## src/rtl/fifo_flex_pkg.sv

```systemverilog
// fifo_pkg: sizing helpers shared by the fifo_flex slice.
//   ptr_w(depth) : pointer width, never below 1 bit (a 2-entry FIFO still needs one).
//   cnt_w(depth) : occupancy counter width, wide enough to hold the value depth itself.
package fifo_pkg;

  function automatic int ptr_w(input int depth);
    int w;
    w = $clog2(depth);
    return (w < 1) ? 1 : w;
  endfunction

  function automatic int cnt_w(input int depth);
    return $clog2(depth + 1);
  endfunction

endpackage

```

## src/rtl/fifo_flex_if.sv

```systemverilog
// fifo_flex_if: push/pop handshake bundle between a user and fifo_flex.
//   master : user side; drives push, pop, push_data, err_clr.
//   slave  : FIFO side; drives pop_data, count, the status flags and the sticky errors.
//
// Handshake: a push is accepted on a rising edge when push=1 and (full=0 or pop=1).
// A pop is accepted on a rising edge when pop=1 and empty=0. pop_data always shows
// the head word (first-word fall-through), so the word consumed by an accepted pop
// is the one visible on pop_data just before that edge. Requests that are not
// accepted are not held pending; they are dropped and recorded in overflow/underflow.
interface fifo_flex_if
  import fifo_pkg::*;
#(
  parameter int DEPTH     = 8,
  parameter int BIT_WIDTH = 8
) ();

  localparam int CW = cnt_w(DEPTH);

  logic                 push;
  logic                 pop;
  logic [BIT_WIDTH-1:0] push_data;
  logic [BIT_WIDTH-1:0] pop_data;
  logic                 full;
  logic                 empty;
  logic                 almost_full;
  logic                 almost_empty;
  logic [CW-1:0]        count;
  logic                 overflow;
  logic                 underflow;
  logic                 err_clr;

  modport master (
    output push, pop, push_data, err_clr,
    input  pop_data, full, empty, almost_full, almost_empty, count, overflow, underflow
  );

  modport slave (
    input  push, pop, push_data, err_clr,
    output pop_data, full, empty, almost_full, almost_empty, count, overflow, underflow
  );

endinterface

```

## src/rtl/fifo_flex_mem.sv

```systemverilog
// fifo_mem: DEPTH x BIT_WIDTH register array for fifo_flex.
//   clk    : write clock
//   we     : write enable
//   w_addr : write address (0..DEPTH-1)
//   w_data : write data
//   r_addr : read address (0..DEPTH-1)
//   r_data : asynchronous read data
// Contents are deliberately not reset.
module fifo_mem #(
  parameter int DEPTH     = 8,
  parameter int BIT_WIDTH = 8,
  parameter int AW        = 3
) (
  input  logic                 clk,
  input  logic                 we,
  input  logic [AW-1:0]        w_addr,
  input  logic [BIT_WIDTH-1:0] w_data,
  input  logic [AW-1:0]        r_addr,
  output logic [BIT_WIDTH-1:0] r_data
);

  logic [BIT_WIDTH-1:0] mem [DEPTH];

  always_ff @(posedge clk) begin
    if (we) mem[w_addr] <= w_data;
  end

  assign r_data = mem[r_addr];

endmodule

```

## src/rtl/fifo_flex.sv

```systemverilog
// fifo_flex: synchronous first-word fall-through FIFO of any depth >= 2.
//   clk : system clock, rising edge
//   rst : asynchronous active-high reset (pointers, count and error flags)
//   bus : fifo_flex_if.slave -- push/pop/push_data/err_clr in; pop_data, count,
//         full, empty, almost_full, almost_empty, overflow, underflow out.
// Parameters: DEPTH (>=2), BIT_WIDTH, AF_LEVEL (1..DEPTH), AE_LEVEL (0..DEPTH-1).
module fifo_flex
  import fifo_pkg::*;
#(
  parameter int DEPTH     = 8,
  parameter int BIT_WIDTH = 8,
  parameter int AF_LEVEL  = DEPTH - 1,
  parameter int AE_LEVEL  = 1
) (
  input logic        clk,
  input logic        rst,
  fifo_flex_if.slave bus
);

  localparam int AW = ptr_w(DEPTH);
  localparam int CW = cnt_w(DEPTH);

  localparam logic [AW-1:0] PTR_LAST = AW'(DEPTH - 1);
  localparam logic [CW-1:0] CNT_FULL = CW'(DEPTH);
  localparam logic [CW-1:0] CNT_AF   = CW'(AF_LEVEL);
  localparam logic [CW-1:0] CNT_AE   = CW'(AE_LEVEL);

  // Parameter legality is checked at elaboration.
  if (DEPTH < 2) begin : g_bad_depth
    $error("fifo_flex: DEPTH must be >= 2 (got %0d)", DEPTH);
  end
  if (AF_LEVEL < 1 || AF_LEVEL > DEPTH) begin : g_bad_af
    $error("fifo_flex: AF_LEVEL must be in 1..DEPTH (got %0d)", AF_LEVEL);
  end
  if (AE_LEVEL < 0 || AE_LEVEL > DEPTH - 1) begin : g_bad_ae
    $error("fifo_flex: AE_LEVEL must be in 0..DEPTH-1 (got %0d)", AE_LEVEL);
  end

  logic [AW-1:0] wptr_q, rptr_q;
  logic [CW-1:0] count_q;
  logic          overflow_q, underflow_q;

  logic full_w, empty_w;
  logic push_ok, pop_ok;
  logic ovf_evt, unf_evt;

  // Explicit wrap so non-power-of-two depths never index past DEPTH-1.
  function automatic logic [AW-1:0] ptr_inc(input logic [AW-1:0] p);
    return (p == PTR_LAST) ? '0 : p + 1'b1;
  endfunction

  // Status comes from the count register alone, never from the request inputs.
  assign full_w  = (count_q == CNT_FULL);
  assign empty_w = (count_q == '0);

  // At full a simultaneous pop frees the slot the push lands in, so both proceed.
  assign push_ok = bus.push & (~full_w | bus.pop);
  assign pop_ok  = bus.pop & ~empty_w;
  assign ovf_evt = bus.push & full_w & ~bus.pop;
  assign unf_evt = bus.pop & empty_w;

  always_ff @(posedge clk or posedge rst) begin
    if (rst) begin
      wptr_q  <= '0;
      rptr_q  <= '0;
      count_q <= '0;
    end else begin
      if (push_ok) wptr_q <= ptr_inc(wptr_q);
      if (pop_ok)  rptr_q <= ptr_inc(rptr_q);
      case ({push_ok, pop_ok})
        2'b10:   count_q <= count_q + 1'b1;
        2'b01:   count_q <= count_q - 1'b1;
        default: count_q <= count_q;
      endcase
    end
  end

  // Sticky errors: a fresh error in the same cycle wins over err_clr.
  always_ff @(posedge clk or posedge rst) begin
    if (rst) begin
      overflow_q  <= 1'b0;
      underflow_q <= 1'b0;
    end else begin
      if (ovf_evt)          overflow_q <= 1'b1;
      else if (bus.err_clr) overflow_q <= 1'b0;
      if (unf_evt)          underflow_q <= 1'b1;
      else if (bus.err_clr) underflow_q <= 1'b0;
    end
  end

  fifo_mem #(
    .DEPTH     (DEPTH),
    .BIT_WIDTH (BIT_WIDTH),
    .AW        (AW)
  ) u_mem (
    .clk    (clk),
    .we     (push_ok),
    .w_addr (wptr_q),
    .w_data (bus.push_data),
    .r_addr (rptr_q),
    .r_data (bus.pop_data)
  );

  assign bus.full         = full_w;
  assign bus.empty        = empty_w;
  assign bus.almost_full  = (count_q >= CNT_AF);
  assign bus.almost_empty = (count_q <= CNT_AE);
  assign bus.count        = count_q;
  assign bus.overflow     = overflow_q;
  assign bus.underflow    = underflow_q;

endmodule

```

## src/flat_wrapper.sv

```systemverilog
// flat-port wrapper written by rule: the top's interface ports become plain ports
module fifo_flex_flat import fifo_pkg::*;
#(
  parameter int DEPTH     = 8,
  parameter int BIT_WIDTH = 8,
  parameter int AF_LEVEL  = DEPTH - 1,
  parameter int AE_LEVEL  = 1
)
  (clk, rst, bus_push, bus_pop, bus_push_data, bus_err_clr, bus_pop_data, bus_full, bus_empty, bus_almost_full, bus_almost_empty, bus_count, bus_overflow, bus_underflow);
  fifo_flex_if #(.DEPTH(DEPTH), .BIT_WIDTH(BIT_WIDTH)) bus_i ();
  input logic clk;
  input logic rst;
  input wire logic [$bits(bus_i.push)-1:0] bus_push;
  input wire logic [$bits(bus_i.pop)-1:0] bus_pop;
  input wire logic [$bits(bus_i.push_data)-1:0] bus_push_data;
  input wire logic [$bits(bus_i.err_clr)-1:0] bus_err_clr;
  output wire logic [$bits(bus_i.pop_data)-1:0] bus_pop_data;
  output wire logic [$bits(bus_i.full)-1:0] bus_full;
  output wire logic [$bits(bus_i.empty)-1:0] bus_empty;
  output wire logic [$bits(bus_i.almost_full)-1:0] bus_almost_full;
  output wire logic [$bits(bus_i.almost_empty)-1:0] bus_almost_empty;
  output wire logic [$bits(bus_i.count)-1:0] bus_count;
  output wire logic [$bits(bus_i.overflow)-1:0] bus_overflow;
  output wire logic [$bits(bus_i.underflow)-1:0] bus_underflow;
  assign bus_i.push = bus_push;
  assign bus_i.pop = bus_pop;
  assign bus_i.push_data = bus_push_data;
  assign bus_i.err_clr = bus_err_clr;
  assign bus_pop_data = bus_i.pop_data;
  assign bus_full = bus_i.full;
  assign bus_empty = bus_i.empty;
  assign bus_almost_full = bus_i.almost_full;
  assign bus_almost_empty = bus_i.almost_empty;
  assign bus_count = bus_i.count;
  assign bus_overflow = bus_i.overflow;
  assign bus_underflow = bus_i.underflow;
  fifo_flex #(.DEPTH(DEPTH), .BIT_WIDTH(BIT_WIDTH), .AF_LEVEL(AF_LEVEL), .AE_LEVEL(AE_LEVEL)) u_core (.clk(clk), .rst(rst), .bus(bus_i));
endmodule
```

## config.mk

```make
export PLATFORM = sky130hd
export DESIGN_NAME = fifo_flex_flat
export DESIGN_NICKNAME = d
export VERILOG_FILES = /design/src/rtl/fifo_flex_pkg.sv /design/src/rtl/fifo_flex_if.sv /design/src/rtl/fifo_flex_mem.sv /design/src/rtl/fifo_flex.sv /design/src/flat_wrapper.sv
export SDC_FILE = /design/constraint.sdc
export NUM_CORES = 1
export LEC_CHECK = 0
export ABC_AREA = 1
export ABC_CLOCK_PERIOD_IN_PS = 2600
export CAP_MARGIN = 5
export CORE_ASPECT_RATIO = 2
export CORE_UTILIZATION = 57
export CTS_BUF_LIST = sky130_fd_sc_hd__clkbuf_8 sky130_fd_sc_hd__clkbuf_16
export CTS_CLUSTER_DIAMETER = 100
export DETAILED_ROUTE_END_ITERATION = 8
export GPL_ROUTABILITY_DRIVEN = 1
export GPL_TIMING_DRIVEN = 0
export PLACE_DENSITY = 0.87
export REMOVE_ABC_BUFFERS = 1
export SLEW_MARGIN = 10
export SYNTH_ARGS = -nofsm -noshare
export SYNTH_HDL_FRONTEND = slang
export SYNTH_HIERARCHICAL = 1
export SYNTH_SLANG_ARGS = --single-unit
```

## constraint.sdc

```tcl
create_clock -name clk -period 2.6 [get_ports clk]
set_input_delay 0.39 -clock clk [delete_from_list [all_inputs] [get_ports clk]]
set_output_delay 0.39 -clock clk [all_outputs]
set_load 0.05 [all_outputs]
```

==> metrics.md, run 1 <==
| Metric | Value |
|---|---|
| Crit path top cell by count | nand2_1 |
| Overall Power | 5.13 mW |
| WS Path Type | reg2out |
| Initial antenna violation count | 0 |
| Clock Latency Late Sink | ~0.33 ns |
| Worst path buffer plus inverter count | 2 |
| Final Hold Slack | 0.376 ns |
| Die Area | between 6000 and 7000 sq um |
| Final HPWL DP | approximately 4600 um |
| Worst R2R End | u_core/u_mem/mem[7][7]$_DFFE_PP_ |
| Min-Delay Path Class | in2async |
| Starting Density | around 60% |
| Adder-cell share of the synthesized area | a little over 3% |
| Longest Clk Path Bufs | 2 |
| Layout Skew | 0.00677 ns |
| CTS tree | done |
| DRT iter0 DRCs | between 150 and 200 |
| First-pass GRT wire length | between 10,000 and 15,000 um |
| Pin count of the biggest net entering global routing | 37 |
| Slowest cell on the critical path | dfrtp_2 |
| Nets@finish | 437 |
| Top_reg_cell synth | edfxtp_1 |
| Synth cell types | 24 |
| Synth-to-Final Area Change | 16.4% |
| Avg Cell Area, Syn | approximately 9.5 sq um |
| DR WL/cell | around 15 um |
| Total power per unit cell area | 1210 nW/um^2 |
| Ys async rst share | ~16% |
| Antenna diodes | 0 |
| IO Count | 31 |
| Total gr overflow | 0 |
| Routed via count | about 2,600 |
| Share of the synthesized area in the top cell type | ~53% |
| Final hold vios | 0 |
| R2R setup slack | between 0.1 and 0.15 ns |
| Synth top area cells | edfxtp_1 (53%), nand2_1 (14%), inv_1 (8.5%) |
| Cells after Synth | 384 |
| Root Buffer | clkbuf_16 |
| CP max FO | 19 |
| Die H | around 110 um |
| I/O Buffers | 30 |
| Seq/Total Area, Yosys | between 60% and 70% |
| Slew headroom | 37.5% |
| R2R Path Start | u_core/bus.count[0]$_DFFE_PP0P_ |
| Fin crit period | around 2.5 ns |
| Pleak | around 2 nW |
| R2R cell count | 9 |
| Share of layout cells above drive strength 1 | under 10% |
| CP arrival | around 2.1 ns |
| Placer congestion estimate | between 0.7 and 0.8 |
| Critical Path Start Type | flip-flop |
| FILL cells | about 400 |
| Register bit total from synthesis | 76 |
| Main combinational cell family by area after synthesis | simple AND/OR/NAND/NOR gates |
| Num CTS Buffers | 9 |
| Crit-path max cell delay | between 0.5 and 0.6 ns |
| Clock slew at reported path FFs | ~0.06 ns |
| Fmax | slightly below 400 MHz |
| # rows | 40 |
| RSZ-0062 raised after global routing | yes |
| H-tree depth | 3 |
| Routed Antenna Nets | 0 |
| Post-synth EDFFs | 64 |
| Critical Path RT | between 2 and 2.5 ns |
| Top delay family on crit path | buffers and inverters |
| Drt drc | 0 |
| Fin. max-slew vios | 0 |
| CORE AREA | just over 6000 sq um |
| Peak supply drop | 1.05 mV |
| Outcome | finished, final reports clean |
| Synth Area in Compound Gates | 0.929% |
| Post-synthesis simple-gate area fraction | 21.9% |
| Crit path cell chain | inv_2, nand3_1, nand2_1, nand2_1, nand2_1, dlygate4sd2_1 |
| Largest area contributor in the synthesized netlist | edfxtp_1 |
| Pre-Repair DR Iteration Count | 5 |
| Crit path depth | 6 |
| Die W | approximately 60 um |
| Worst Max-Slew Pin Slew | just over 0.9 ns |
| WL final | between 7000 and 8000 um |
| Vias in the first global route | around 2,600 |
| Final setup violation count | 0 |
| Tot GR Track Use | between 20 and 25% |
| Synth warn | 6 |
| Max-cap violations | 0 |
| Mux cell area share after synthesis | 0% |
| Clock sink count | 76 |
| Worst setup EP type | output pin |
| DR vias/cell | 5.13 |
| Period utilization | a little over nine tenths |
| Cell Area, Synth | between 3000 and 4000 sq um |
| Xor/xnor cell area share of the yosys netlist | less than 1% |
## cells in the final DEF (no fill, tap or decap), drive strengths merged, types with 2 or more instances in the layout
cell and n:
nor2 13, o21ai 4, edfxtp 64, nand3 35, clkdlybuf4s50 20, clkbuf 10, nand2 142, xnor2 2
clkinv 2, dlygate4sd2 6, inv 89, ha 9, dfrtp 12, clkinvlp 2, clkdlybuf4s15 3
## worst reg2reg max path, cell delays in order (launching register included)
cell and delay (ns):
dfrtp_1 0.45, inv_1 0.12, ha_1 0.25, nand2_1 0.10
nor2_2 0.05, nand2_2 0.08, nand2_4 0.08, inv_2 0.09
nand2_1 0.14, nor2_1 0.74
## power breakdown
group	switching [mW]	internal, mW	total [mW]	leakage, nW
Clock	0.429	0.660	1.09	0.137
Combinational	1.57	0.654	2.22	1.16
Sequential	0.251	1.56	1.81	0.727
Total	2.25	2.88	5.13	2.03
## layout make-up
class / instances / area [sq um] / share of cell area [%]
inverters: 88 / 347 / 8.19
clock buffers: 10 / 239 / 5.65
multi-input cells: 209 / 972 / 23.0
repair buffers: 31 / 310 / 7.33
flip-flops and latches: 76 / 2230 / 52.6
clock inverters: 6 / 32.5 / 0.769
well taps: 84 / 105 / 2.48
## Yosys cell counts (3+ instances only)
cell and number:
dfrtp_1 12, nand2_1 139, inv_1 82, inv_2 4, nand3_1 35, buf_6 6
buf_4 3, edfxtp_1 64, ha_1 9, nor2_1 11, o21ai_1 3
## kinds of logic after synthesis
| kind of cell | count (synthesis) |
|---|---|
| flops | 76 |
| fa+ha+maj | 9 |
| simple gates | 191 |
| buf+inv | 99 |
| compound gates | 6 |
| xor+xnor | 3 |
## state kept, by name, summed over array words and instances (netlist names)
register	count
u_core/bus.overflow	1
u_core/wptr_q	3
u_core/bus.count	4
u_core/rptr_q	3
u_core/u_mem/mem	64
u_core/bus.underflow	1
## layer usage
layer	vias to the layer above	routed length (um)	GRT usage, %
li1	1238	-	-
met1	1219	2270	22.6
met2	102	4340	46.5
met3	25	448	4.95
met4	0	255	14.4
met5	-	0	0
## through the flow
step	util (%)	setup slack [ns]	instances	instance area (sq um)	setup TNS, ns
6_report	69.9	0.0775	504	4230	0
5_1_grt	69.9	-0.0195	504	4230	-0.111
4_1_cts	69.5	0.000651	503	4210	0
3_5_place_dp	65.1	-0.608	487	3940	-4.63
3_3_place_gp	65.1	-0.502	487	3940	-3.78
2_1_floorplan	-	0.112	373	3540	0
## worst max-delay path by stage
stage / start / endpoint / slack [ns]
2_1_floorplan: u_core/bus.count[0]$_DFFE_PP0P_ / u_core/bus.count[2]$_DFFE_PP0P_ / 0.11
3_3_place_gp: u_core/rptr_q[0]$_DFFE_PP0P_ / bus_pop_data[2] / -0.50
3_5_place_dp: u_core/rptr_q[0]$_DFFE_PP0P_ / bus_pop_data[3] / -0.61
4_1_cts: u_core/rptr_q[0]$_DFFE_PP0P_ / bus_pop_data[2] / 0.0007
5_1_grt: u_core/bus.count[0]$_DFFE_PP0P_ / u_core/u_mem/mem[4][7]$_DFFE_PP_ / -0.02
6_report: u_core/rptr_q[1]$_DFFE_PP0P_ / bus_pop_data[2] / 0.08
## what timing repair did
item,CTS,global route
gates cloned,0,0
setup buffers,0,1
hold endpoints to repair,0,0
resized for setup,15,3
endpoints found under the setup margin,9,41
hold buffers,0,0
Note: power is estimated with default switching activity, not from simulation.
==> inputs of run 2 (changes only) <==
--- a/config.mk
+++ b/config.mk
@@ -17,7 +17,7 @@
 export GPL_TIMING_DRIVEN = 0
 export PLACE_DENSITY = 0.87
 export REMOVE_ABC_BUFFERS = 1
-export SLEW_MARGIN = 10
+export SKIP_LAST_GASP = 1
 export SYNTH_ARGS = -nofsm -noshare
 export SYNTH_HDL_FRONTEND = slang
 export SYNTH_HIERARCHICAL = 1
==> metrics.md, run 2 (synthesis gave the netlist of run 1 again) <==
| Metric | Value |
|---|---|
| Outcome | finished, final reports clean |
| Pre-CTS WS | -0.608 ns |
| Top reg by flops | u_core/u_mem/mem |
| Synth-to-Final Area Change | 16.4% |
| Min-Delay Path Class | in2async |
| Post-DP Area | 3940 sq um |
| H-tree depth | 3 |
| Worst R2R End | u_core/u_mem/mem[7][7]$_DFFE_PP_ |
| R2R setup slack | 0.09 ns |
| Final instance area | between 4000 and 5000 sq um |
| DRT iter0 DRCs | about 200 |
| Cts hold-fix bufs | 0 |
| Critical Path Start Type | flip-flop |
| Pin count of the biggest net entering global routing | 37 |
| CP max FO | 19 |
| WS Path Type | reg2out |
| Initial antenna violation count | 0 |
| FILL cells | 404 |
| I/O Buffers | 30 |
| Crit path top cell by count | nand2_1 |
| Starting Density | 60.0% |
| Pre-Repair DR Iteration Count | 5 |
| Fin. max-slew vios | 0 |
| Routed Antenna Nets | 0 |
| CORE AREA | around 6100 sq um |
| Worst path buffer plus inverter count | 2 |
| DR WL met2 | ~4300 um |
| Pleak | 2.03 nW |
| Most frequent cells in the layout | nand2_1 (139), inv_1 (84), edfxtp_1 (64), nand3_1 (35), clkdlybuf4s50_1 (20) |
| Clock Latency Late Sink | 0.33 ns |
| RSZ-0062 raised after global routing | yes |
| Top metal layer carrying routed signals | met4 |
| Clock share of power | 21.2% |
| # rows | 40 |
| Largest register FFs | 64 |
| DR vias/cell | ~5.1 |
| CTS tree | done |
| Root Buffer | clkbuf_16 |
| CP Launch Point | u_core/rptr_q[1]$_DFFE_PP0P_ |
| WL final | about 7300 um |
| Antenna diodes | 0 |
| M1 WL | 2350 um |
| Longest Clk Path Bufs | 2 |
| Num CTS Buffers | 9 |
| Commonest non-fill, non-tap cell in the layout | nand2_1 |
| Sw frac | 43.9% |
| Top delay family on crit path | buffers and inverters |
| Nets@finish | ~440 |
| First-pass GRT wire length | 11,700 um |
| Sequential share of power | ~35% |
| Critical Path RT | between 2 and 2.5 ns |
| Layout Skew | 0.00841 ns |
| DR WL/cell | 14.6 um |
| Fin crit period | approximately 2.5 ns |
| Routed via count | 2,587 |
| Slowest cell on the critical path | dfrtp_2 |
| Peak supply drop | around 1.0 mV |
| Crit path cell chain | inv_2, nand3_1, nand2_1, nand2_1, nand2_1, dlygate4sd2_1 |
| Final setup violation count | 0 |
| Fmax | slightly below 400 MHz |
| Worst setup EP type | output pin |
| Die Area | 6720 sq um |
| R2R Path Start | u_core/bus.count[0]$_DFFE_PP0P_ |
| P_int | about 2.9 mW |
| Placer congestion estimate | just under 0.8 |
| Worst Max-Slew Pin Slew | around 1 ns |
| Total gr overflow | 0 |
| Non-Filler Instances | approximately 500 |
| Share of layout cells above drive strength 1 | 7.14% |
| Total power per unit cell area | roughly 1200 nW/um^2 |
| Met3 WL | 440 um |
| Final Hold Slack | around 0.38 ns |
| Crit-path max cell delay | between 0.5 and 0.6 ns |
| Placed cell count | between 400 and 500 |
| Max-cap violations | 0 |
| Sw power | between 2 and 2.5 mW |
| Clock slew at reported path FFs | approximately 0.06 ns |
| Comb pwr share | between 40% and 50% |
| Die H | 115 um |
| Final WS setup | 0.0543 ns |
| R2R cell count | 9 |
| CP arrival | between 2 and 2.5 ns |
| Slew headroom | a little over a third |
| Drt drc | 0 |
| IO Count | 31 |
| Tot GR Track Use | about 24% |
| Final HPWL DP | roughly 4600 um |
| Vias in the first global route | ~2,600 |
| Period utilization | 97.9% |
| Final hold vios | 0 |
| Clock sink count | 76 |
| Die W | 58.5 um |
## run 2: cell types whose count changed in the layout (fill, tap and decap cells not counted)
cell,previous run,this run
clkdlybuf4s15_1,3,2
dlygate4sd2_1,6,7
## run 2: worst max path at each step
stage / depth (start not counted) / slack, ns / endpoint
floorplan: 11 / 0.11 / u_core/bus.count[2]$_DFFE_PP0P_
global placement: 7 / -0.50 / bus_pop_data[2]
detailed placement: 7 / -0.61 / bus_pop_data[3]
CTS: 7 / -0.008 / bus_pop_data[1]
global route: 9 / -0.02 / u_core/u_mem/mem[4][7]$_DFFE_PP_
finish: 6 / 0.05 / bus_pop_data[1]
## run 2: metrics by stage
stage / util [%] / TNS (ns) / total power [mW]
after floorplan: - / 0 / 3.33
after global placement: 65.1 / -3.78 / 3.97
after detailed placement: 65.1 / -4.63 / 4.05
after CTS: 69.5 / -0.00775 / 5.08
after global routing: 69.9 / -0.116 / 5.40
final: 69.9 / 0 / 5.12
## run 2: power by group through the flow
| stage | clock, mW | sequential (mW) | combinational (mW) |
|---|---|---|---|
| 2_1_floorplan | 0 | 1.90 | 1.43 |
| 3_3_place_gp | 0 | 1.84 | 2.13 |
| 3_5_place_dp | 0 | 1.86 | 2.19 |
| 4_1_cts | 1.10 | 1.85 | 2.13 |
| 5_1_grt | 1.15 | 1.85 | 2.40 |
| 6_report | 1.09 | 1.81 | 2.22 |
## run 2: area by class of cell
class                   instances  area [sq um]  share of cell area, %
multi-input cells             209           972                   23.0
flip-flops and latches         76          2230                   52.6
well taps                      84           105                   2.48
inverters                      88           347                   8.19
repair buffers                 31           309                   7.30
clock buffers                  10           239                   5.65
clock inverters                 6          32.5                  0.769
## run 2: worst reg2reg max path, delay by kind of cell (launching register included)
kind / cells / cell delay [ns]
simple gates: 6 / 1.20
flops: 1 / 0.45
fa+ha+maj: 1 / 0.25
buf+inv: 2 / 0.21
## run 2: what timing repair did
| item | in CTS | in global routing |
|---|---|---|
| setup buffers | 0 | 1 |
| endpoints found under the setup margin | 9 | 41 |
| resized for setup | 14 | 3 |
## run 2: metal layers
metal	vias up	track usage, %
li1	1245	-
met1	1209	22.6
met2	108	46.6
met3	25	4.95
met4	0	14.4
met5	-	0
